File: config.mk
export PLATFORM = sky130hd
export DESIGN_NAME = fifo_rd_arbiter
export DESIGN_NICKNAME = d
export VERILOG_FILES = /design/src/rtl/fifo_rd_arbiter.sv
export SDC_FILE = /design/constraint.sdc
export NUM_CORES = 1
export LEC_CHECK = 0
export ABC_AREA = 1
export CORE_MARGIN = 4
export CORE_UTILIZATION = 49
export CTS_BUF_LIST = sky130_fd_sc_hd__clkbuf_4 sky130_fd_sc_hd__clkbuf_8
export DETAILED_ROUTE_END_ITERATION = 7
export HOLD_SLACK_MARGIN = 0.06
export PLACE_DENSITY = 0.83
export SLEW_MARGIN = 10
export SYNTH_ARGS = -nofsm -noshare
export SYNTH_HDL_FRONTEND = slang
export SYNTH_SLANG_ARGS = --single-unit
File: constraint.sdc
create_clock -name R_CLK -period 1.9 [get_ports R_CLK]
set_input_delay 0.19 -clock R_CLK [delete_from_list [all_inputs] [get_ports R_CLK]]
set_output_delay 0.19 -clock R_CLK [all_outputs]
set_load 0.01 [all_outputs]
File: src/rtl/fifo_rd_arbiter.sv
// fifo_rd_arbiter: round-robin, burst-capped pop arbiter for two async-FIFO read ports feeding one valid/ready stream
module fifo_rd_arbiter #(
  parameter int DATA_WIDTH = 8,
  parameter int BURST_MAX  = 4
) (
  input  logic                  R_CLK,
  input  logic                  R_RST,
  input  logic                  en,
  input  logic                  r_empty0,
  input  logic [DATA_WIDTH-1:0] r_data0,
  output logic                  r_inc0,
  input  logic                  r_empty1,
  input  logic [DATA_WIDTH-1:0] r_data1,
  output logic                  r_inc1,
  output logic [DATA_WIDTH-1:0] out_data,
  output logic                  out_ch,
  output logic                  out_valid,
  input  logic                  out_ready
);
  localparam int BW = $clog2(BURST_MAX) + 1;
  localparam logic [BW-1:0] CAP = BW'(BURST_MAX);
  logic cool0, cool1, rr_last, elig0, elig1, slot_free, grant, pick;
  logic [BW-1:0] burst_cnt;
  always_comb begin
    slot_free = !out_valid || out_ready;
    elig0 = en && !r_empty0 && !cool0 && !R_RST;
    elig1 = en && !r_empty1 && !cool1 && !R_RST;
    // a fresh (count 0) or capped burst hands a tie to the other channel; otherwise stay
    pick = (elig0 && elig1) ? ((burst_cnt == '0 || burst_cnt == CAP) ? !rr_last : rr_last) : elig1;
    grant = slot_free && (elig0 || elig1);
    r_inc0 = grant && !pick;
    r_inc1 = grant && pick;
  end
  always_ff @(posedge R_CLK) begin
    if (R_RST) begin
      out_valid <= 1'b0;
      out_data  <= '0;
      out_ch    <= 1'b0;
      rr_last   <= 1'b1;
      burst_cnt <= '0;
      cool0     <= 1'b0;
      cool1     <= 1'b0;
    end else begin
      cool0 <= r_inc0;
      cool1 <= r_inc1;
      if (grant) begin
        out_data  <= pick ? r_data1 : r_data0;
        out_ch    <= pick;
        out_valid <= 1'b1;
        rr_last   <= pick;
        burst_cnt <= (pick == rr_last && elig0 && elig1) ? ((burst_cnt == CAP) ? CAP : burst_cnt + 1'b1) : BW'(1);
      end else if (out_ready) begin
        out_valid <= 1'b0;
      end
    end
  end
endmodule

Yosys cells after proc, flatten, opt, wreduce, memory -nomap -nowiden. Cells that the tools add are included.

Add/subtract/negate cells: 1. Multiply operators: 0. Div/mod/pow operators: 0. Magnitude comparators: 0. Equal/unequal tests: 2. Shifts and indexed selects: 0. Multiplexer cells: 7. Bitwise operators: 0. Reductions and logical operators: 25.

Operators with widths (number): logical AND 1 bit (12); zero test 1 bit (8); two-way mux 8 bit (1); two-way mux 3 bit (2); two-way mux 1 bit (4); adder 3 x 1 -> 3 bit (second input constant) (1); equality test 3 bit (second input constant) (1); zero test 3 bit (1); logical OR 1 bit (3); nonzero test 2 bit (1); equality test 1 bit (1).

Flip-flop bits (word level): 16. Latch bits: 0. RAM bits: 0. ROM bits: 0. Input bits: 22. Output and inout port bits: 12. Word-level logic and storage cells: 42. Memories: 0.

Longest topological paths before layout. Gate-level depths: netlist of run 1.

Word-level depth: 10. Gate-level depth with buffers: 12.

Least setup slack after synthesis of run 1. Ideal clock, no wire load.

Path type: flip-flop to output port. From: reg burst_cnt[0]. To: out r_inc1. Arrival time: 1.150 ns. Required time: 1.710 ns. Setup slack: 0.560 ns. Stages on the path, launching flop included: 11. Cells stage by stage: dfxtp_1 > inv_1 > ha_1 > inv_1 > nand2_1 > nand2_1 > nand2_4 > nand2_4 > inv_1 > nand2_1 > inv_1.

Word-level cells in the longest chain between the ends: 5. Elaborated cells between the ends (all ways): 6. Those cells by class: eq/ne (1); mux (2); reduce/logical (3).

RTL lines: start: declaration (line 23) `logic [BW-1:0] burst_cnt;`; start signal: assignment (line 51) `burst_cnt <= (pick == rr_last && elig0 && elig1) ? ((burst_cnt == CAP) ? CAP : burst_cnt + 1'b1) : BW'(1);`; equality test 3 bit / zero test 3 bit (equally long branches) (line 29) `pick = (elig0 && elig1) ? ((burst_cnt == '0 || burst_cnt == CAP) ? !rr_last : rr_last) : elig1;`; logical OR 1 bit (*) (line 29); two-way mux 1 bit (*) (2 in a row) (line 29); logical AND 1 bit (*) (line 32) `r_inc1 = grant && pick;`; end: declaration (line 14) `output logic r_inc1,`.

Mark *: on every way between the ends. The rest lies on a longest branch, timed or not.

Final worst setup path of run 1. Ends and elaborated chain as after synthesis.

==> results.md, run 1 <==
* Outcome: completed
* Arrival time of the worst setup path at 1620 ps
* Pwr/cell area at 577.4 nW/um^2
* Warnings from Yosys at 0
* Most used cells in the layout excluding fill and tap cells: 34 x sky130_fd_sc_hd__nand2_1, 31 x sky130_fd_sc_hd__clkdlybuf4s50_1, 18 x sky130_fd_sc_hd__inv_1
* Total iterations of the first detailed-routing run at 4
* Synthesized net count at 151
* Syn Area/Cell at 7.290 um^2
* Period Utilization, post-route at 95.52%
* Max-Slew Margin vs Limit at 76.01%
* Sort of element at the start of the critical path: flop
* Critical Setup Path Class: flop to output pin
* Final Hold Slack at 425.6 ps
* Layout Nets at 201
* Number of standard cells in the final layout excluding fillers at 201
* Worst Skew at 8.374 ps
* Post-CTS clock slew at the launch and capture registers of the worst setup and hold paths at 100 ps
* Slowest stage cell, crit path: sky130_fd_sc_hd__dfxtp_2
* Antenna fix cells at 0
* Inserted Clock Buffers at 3
* Core Rows at 15
* Worst-path cell chain: inv_1, ha_4, inv_1, nand2_1, nand2_2, nand2_4, nand2_4, inv_1, nand2_1, inv_1, dlygate4sd2_1
* Maximum clock frequency at 0.5510 GHz
* Vertical die dimension at 51.47 um
* Most common cell after layout, fill and taps aside: sky130_fd_sc_hd__nand2_1
* Clock insertion delay at the later pin of the skew report at 300 ps
* Leakage at 0.0007190 uW
* Number of antenna violations at the first check in global routing at 0
* IR drop worst, VDD at 0.0005500 V
* DRC violation count after routing at 0
* HPWL after DPL at 1796 um
* CTS root buf: sky130_fd_sc_hd__clkbuf_4
* Routed len/inst at 11.57 um
* Max-Cap Viols at 0
* Post-layout minimum cycle time at 1815 ps
* Initial core utilization at 52.48%
* Clock tree from TritonCTS: built
* Hold Crit Depth at 3
* Detailed-route wire length at 2325 um
* Number of synthesized register bits at 16
* Netlist Area Pre-Place at 925.9 um^2
* Fin. max-slew vios at 0
* Part of the Yosys area used for sequential elements at 34.59%
* Top cell by count, worst path: sky130_fd_sc_hd__inv_1
* Hold violation total from the final report at 0
* Type of the most critical hold path: primary input to flop
* Wire length of the first global-routing pass at 3884 um
* Count of H-tree levels built during CTS at 1
* Max Root-Sink Buffers at 2
* DIE WIDTH at 51.47 um
* Critical path required time at 1710 ps
* Count of antenna-violating nets left after detailed routing at 0
* Kind of end point of the critical path: output pin
* Largest fanout on the critical path at 3
* Path depth of the worst reg2reg path at 9
* Via density at 4.756
* Placer congestion estimate at 0.8687
* Clock sink total at 16
* Via count of the first global-routing pass at 967
* Gr ovfl total at 0
* Top-Level Pins at 34
* Core ar. at 1764 um^2
* GRT Overall Usage at 19.77%
* Slowest stage delay, CP at 350 ps
* Full die area at 2649 um^2
* Transition time at the pin with the least slew margin at 357.1 ps
* Number of DRC violations after detailed-routing iteration 0 at 11
* Input/output buffers at 33
* Vias after detailed routing at 956
* Signed area change from the synthesized netlist to the final layout at 53.51%
* Maximum number of pins on one net before global-route repair at 12
* Distinct cell type count after synthesis at 24
* Share of final-layout standard cells stronger than drive strength 1 at 25.00%
* Dpl cells at 197
* Final setup viols at 0
* Post-Synthesis Cells at 127
[sequential cells by signal, indices dropped and copies added (netlist names)]
register / count
out_valid: 1
cool0: 1
cool1: 1
burst_cnt: 3
out_ch: 1
out_data: 8
rr_last: 1
[routing by layer]
| layer | part of all wire (%) | vias up | wire length [um] | global-route usage, % |
|---|---|---|---|---|
| li1 | - | 489 | - | - |
| met1 | 42 | 427 | 987 | 23.27 |
| met2 | 50 | 35 | 1171 | 33.47 |
| met3 | 5.3 | 5 | 123 | 3.790 |
| met4 | 1.8 | 0 | 42 | 10.48 |
| met5 | 0 | - | 0 | 0 |
[path summary, 6_finish.rpt]
kind,end,slack (ps),start
hold reg to reg,burst_cnt[1],480,burst_cnt[1]
setup / recovery,r_inc1,90,burst_cnt[0]
setup reg to reg,out_data[6],430,out_valid
hold / removal,out_data[5],430,r_data0[5]
[worst max-delay path: cells and delay by family, from the launching register on]
| kind | cells | cell delay (ps) |
|---|---|---|
| adder cells (fa/ha/maj) | 1 | 160 |
| AND/OR/NAND/NOR | 5 | 350 |
| buffers and inverters | 5 | 460 |
| flip-flops | 1 | 350 |
[logic make-up (layout without fill, tap and decap cells)]
kind of cell | Yosys count | after routing | share of synthesized area (%)
simple gates | 77 | 77 | 44.46
buf+inv | 24 | 73 | 12.70
flops | 16 | 16 | 34.59
compound gates | 7 | 7 | 4.593
fa+ha+maj | 2 | 2 | 2.702
xor+xnor | 1 | 1 | 0.9461
[report_power, final]
group / total, uW / leakage (uW) / switching (uW) / internal, uW
Clock: 231 / 0.0000210 / 114 / 117
Sequential: 367 / 0.000132 / 11.1 / 356
Combinational: 223 / 0.000566 / 105 / 119
Total: 821 / 0.000719 / 229 / 591
[layout make-up]
type | count | area [um^2]
multi-input combinational | 87 | 503.0
tap | 25 | 31.28
clock buffer | 4 | 36.28
fill | 132 | 342.8
inverter | 22 | 95.09
timing repair buffer | 47 | 432.9
sequential | 16 | 322.8
[what timing repair did]
item                                    CTS  global route
endpoints found under the setup margin    2             2
pin swaps                                 0             1
resized for setup                         4             3
setup buffers                             0             0
hold buffers                              0             0
cloned                                    0             0
[cells in the mapped netlist]
master,n,area [um^2]
sky130_fd_sc_hd__xnor2_1,1,8.760
sky130_fd_sc_hd__nand4_1,8,50.05
sky130_fd_sc_hd__nor2_4,2,22.52
sky130_fd_sc_hd__dfxtp_1,16,320.3
sky130_fd_sc_hd__o211ai_1,1,7.510
sky130_fd_sc_hd__nand2_2,5,31.28
sky130_fd_sc_hd__nor2_1,12,45.04
sky130_fd_sc_hd__inv_1,18,67.56
sky130_fd_sc_hd__nor3_1,1,5.000
sky130_fd_sc_hd__buf_6,2,22.52
sky130_fd_sc_hd__inv_2,1,3.750
sky130_fd_sc_hd__nor2_8,1,20.02
sky130_fd_sc_hd__o21ai_0,1,5.000
sky130_fd_sc_hd__o21ai_1,1,5.000
sky130_fd_sc_hd__inv_4,2,12.51
sky130_fd_sc_hd__ha_1,2,25.02
sky130_fd_sc_hd__nand2_8,1,20.02
sky130_fd_sc_hd__nand3_1,3,15.01
sky130_fd_sc_hd__a21oi_1,3,15.01
sky130_fd_sc_hd__inv_8,1,11.26
sky130_fd_sc_hd__nand2_4,3,33.78
sky130_fd_sc_hd__nor2_2,6,37.54
sky130_fd_sc_hd__o211a_1,1,10.01
sky130_fd_sc_hd__nand2_1,35,131.4
[stage by stage]
| step | setup TNS [ps] | util [%] | total power, uW | setup slack (ps) | area [um^2] |
|---|---|---|---|---|---|
| after detailed placement | -149.0 | 77.66 | 594.4 | -79.51 | 1370 |
| after CTS | 0 | 79.72 | 825.8 | 22.15 | 1406 |
| final | 0 | 80.57 | 820.7 | 85.19 | 1421 |
| after global placement | -119.0 | 77.66 | 589.2 | -60.29 | 1370 |
| after global routing | -17.67 | 80.57 | 861.7 | -17.67 | 1421 |
| after floorplan | 0 | - | 479.9 | 559.8 | 925.9 |
Power figures use the tool's default switching activity.
==> run 2, diff against run 1 <==
==> constraint.sdc (replaced) <==
create_clock -name R_CLK -period 2.3 [get_ports R_CLK]
set_input_delay 0.23 -clock R_CLK [delete_from_list [all_inputs] [get_ports R_CLK]]
set_output_delay 0.23 -clock R_CLK [all_outputs]
set_load 0.01 [all_outputs]
==> results.md, run 2 (synthesis gave the netlist of run 1 again) <==
* Type of the most critical hold path: primary input to flop (unchanged)
* Setup TNS at 0 ps (unchanged)
* Regs by FF count: out_data (8), burst_cnt (3) (unchanged)
* Fin. max-slew vios at 0 (unchanged)
* Maximum number of pins on one net before global-route repair at 12 (unchanged)
* Largest fanout on the critical path at 7 (was 3)
* Clock sink total at 16 (unchanged)
* Hold buffers post-CTS at 0 (unchanged)
* Transition time at the pin with the least slew margin at 302.0 ps (was 357.1 ps)
* Max-Slew Margin vs Limit at 79.71% (was 76.01%)
* Layout Nets at 191 (was 201)
* IR drop worst, VDD at 0.0003694 V (was 0.0005500 V)
* Full die area at 2649 um^2 (unchanged)
* Arrival time of the worst setup path at 1930 ps (was 1620 ps)
* Worst Skew at 9.279 ps (was 8.374 ps)
* Clock insertion delay at the later pin of the skew report at 300 ps (about the same)
* Critical path required time at 2070 ps (was 1710 ps)
* Gr ovfl total at 0 (unchanged)
* Max FFs per register at 8 (unchanged)
* Core ar. at 1764 um^2 (unchanged)
* Via density at 4.743 (was 4.756)
* Sequential fraction of design power at 45.2% (was 44.7%)
* Count of H-tree levels built during CTS at 1 (unchanged)
* GRT Overall Usage at 19.62% (was 19.77%)
* Vertical die dimension at 51.47 um (unchanged)
* Period Utilization, post-route at 93.91%
* Total iterations of the first detailed-routing run at 4 (unchanged)
* Clock tree from TritonCTS: built (unchanged)
* Pwr/cell area at 496.8 nW/um^2 (was 577.4 nW/um^2)
* Combinational power share at 25.7% (was 27.2%)
* Wire length of the first global-routing pass at 3850 um (was 3884 um)
* Share of final-layout standard cells stronger than drive strength 1 at 19.88% (was 25.00%)
* Number of standard cells in the final layout excluding fillers at 191 (was 201)
* Signed area change from the synthesized netlist to the final layout at 45.54% (was 53.51%)
* Top-Level Pins at 34 (unchanged)
* Antenna fix cells at 0 (unchanged)
* Max Root-Sink Buffers at 2 (unchanged)
* Detailed-route wire length at 2245 um (was 2325 um)
* Final core utilization at 76.38% (was 80.57%)
* Placer congestion estimate at 0.8055 (was 0.8687)
* Kind of end point of the critical path: output pin (unchanged)
* DRC violation count after routing at 0 (unchanged)
* DIE WIDTH at 51.47 um (unchanged)
* Area after DPL at 1287 um^2 (was 1370 um^2)
* HPWL after DPL at 1754 um (was 1796 um)
* Outcome: completed (unchanged)
* Leakage at 0.0006787 uW (was 0.0007190 uW)
* Final Total Pwr at 669.4 uW (was 820.7 uW)
* Count of antenna-violating nets left after detailed routing at 0 (unchanged)
* Vias after detailed routing at 906 (was 956)
* Sort of element at the start of the critical path: primary input (was flop)
* Dpl cells at 186 (was 197)
* Post-CTS clock slew at the launch and capture registers of the worst setup and hold paths at 100 ps (about the same)
* Via count of the first global-routing pass at 950 (was 967)
* Fraction of power spent switching nets at 28.45% (was 27.96%)
* Fill cells at 148 (was 132)
* Critical Setup Path Class: primary input to output pin (was flop to output pin)
* Number of antenna violations at the first check in global routing at 0 (unchanged)
* Initial core utilization at 52.48% (unchanged)
* Clk pwr share at 29.2% (was 28.1%)
* RSZ-0062 raised after global routing: false
* Max-Cap Viols at 0 (unchanged)
* Post-layout minimum cycle time at 2160 ps
* Internal Power at 478.9 uW (was 591.2 uW)
* Input/output buffers at 33 (unchanged)
* Most common cell after layout, fill and taps aside: sky130_fd_sc_hd__nand2_1 (unchanged)
* Core Rows at 15 (unchanged)
* Register bank with the most flops: out_data (unchanged)
* Maximum clock frequency at 0.4630 GHz
* Routed len/inst at 11.75 um (was 11.57 um)
* Final non-filler cell area at 1348 um^2 (was 1421 um^2)
* CTS root buf: sky130_fd_sc_hd__clkbuf_4 (unchanged)
* Hold violation total from the final report at 0 (unchanged)
* Final setup viols at 0 (unchanged)
* Number of DRC violations after detailed-routing iteration 0 at 11 (unchanged)
* Most used cells in the layout excluding fill and tap cells: 35 x sky130_fd_sc_hd__nand2_1, 32 x sky130_fd_sc_hd__clkdlybuf4s50_1, 17 x sky130_fd_sc_hd__inv_1 (was 34 x sky130_fd_sc_hd__nand2_1, 31 x sky130_fd_sc_hd__clkdlybuf4s50_1, 18 x sky130_fd_sc_hd__inv_1)
* Inserted Clock Buffers at 3 (unchanged)
* Power dissipated by switching net loads at 190.5 uW (was 229.4 uW)
run 2: cell count changes in the layout (fill, tap and decap cells not counted), sizes merged:
cell,previous run,this run
dlygate4sd2,2,0
buf,14,4
clkdlybuf4s50,31,32
dlymetal6s2s,0,1
run 2: path summary, 6_finish.rpt:
| kind | cells past startpoint | to | from | slack (ps) |
|---|---|---|---|---|
| max | 9 | r_inc0 | R_RST | 140 |
| min | 3 | out_data[5] | r_data0[5] | 470 |
| max reg2reg | 11 | out_data[4] | burst_cnt[0] | 840 |
| min reg2reg | 2 | out_ch | out_ch | 480 |
run 2: final cells by class:
class,instances,area (um^2),area share (%)
Sequential cell,16,321.6,23.86
Tap cell,25,31.28,2.321
Clock buffer,4,36.28,2.693
Multi-Input combinational cell,87,500.5,37.14
Inverter,22,95.09,7.057
Timing Repair Buffer,37,362.8,26.93
run 2: through the flow:
stage | worst slack [ps] | hold slack, ps
after floorplan | 919.8 | 340.2
after global placement | 142.5 | 462.7
after detailed placement | 125.0 | 463.2
after CTS | 25.09 | 470.4
after global routing | 24.63 | 475.7
final | 140.0 | 471.7
run 2: critical path, stage by stage:
cell                              delay, ps
sky130_fd_sc_hd__clkdlybuf4s50_1        510
sky130_fd_sc_hd__inv_8                  130
sky130_fd_sc_hd__nand2_8                 80
sky130_fd_sc_hd__inv_4                   70
sky130_fd_sc_hd__o21ai_1                100
sky130_fd_sc_hd__nor2_4                 150
sky130_fd_sc_hd__nand2_4                 60
sky130_fd_sc_hd__inv_2                   70
sky130_fd_sc_hd__clkdlybuf4s50_1        530
run 2: per-layer routing:
metal,up-vias,share of wire [%],GRT usage [%],routed length [um]
met5,-,0,0,0
met4,0,2.2,11.35,49
met3,6,7.7,5.248,172
met2,35,49,35.59,1106
met1,394,41,19.82,915
li1,471,-,-,-
run 2: repair_timing:
action	CTS	global route
buffers inserted	1	0
cloned	0	0
resized for setup	0	5
setup endpoints to repair	2	2
pin swaps	1	1
run 2: power groups by stage:
stage	combinational (uW)	sequential [uW]	clock, uW
floorplan	82.6	314	0
global placement	164	308	0
detailed placement	168	308	0
CTS	171	302	195
global route	189	304	207
finish	172	302	195
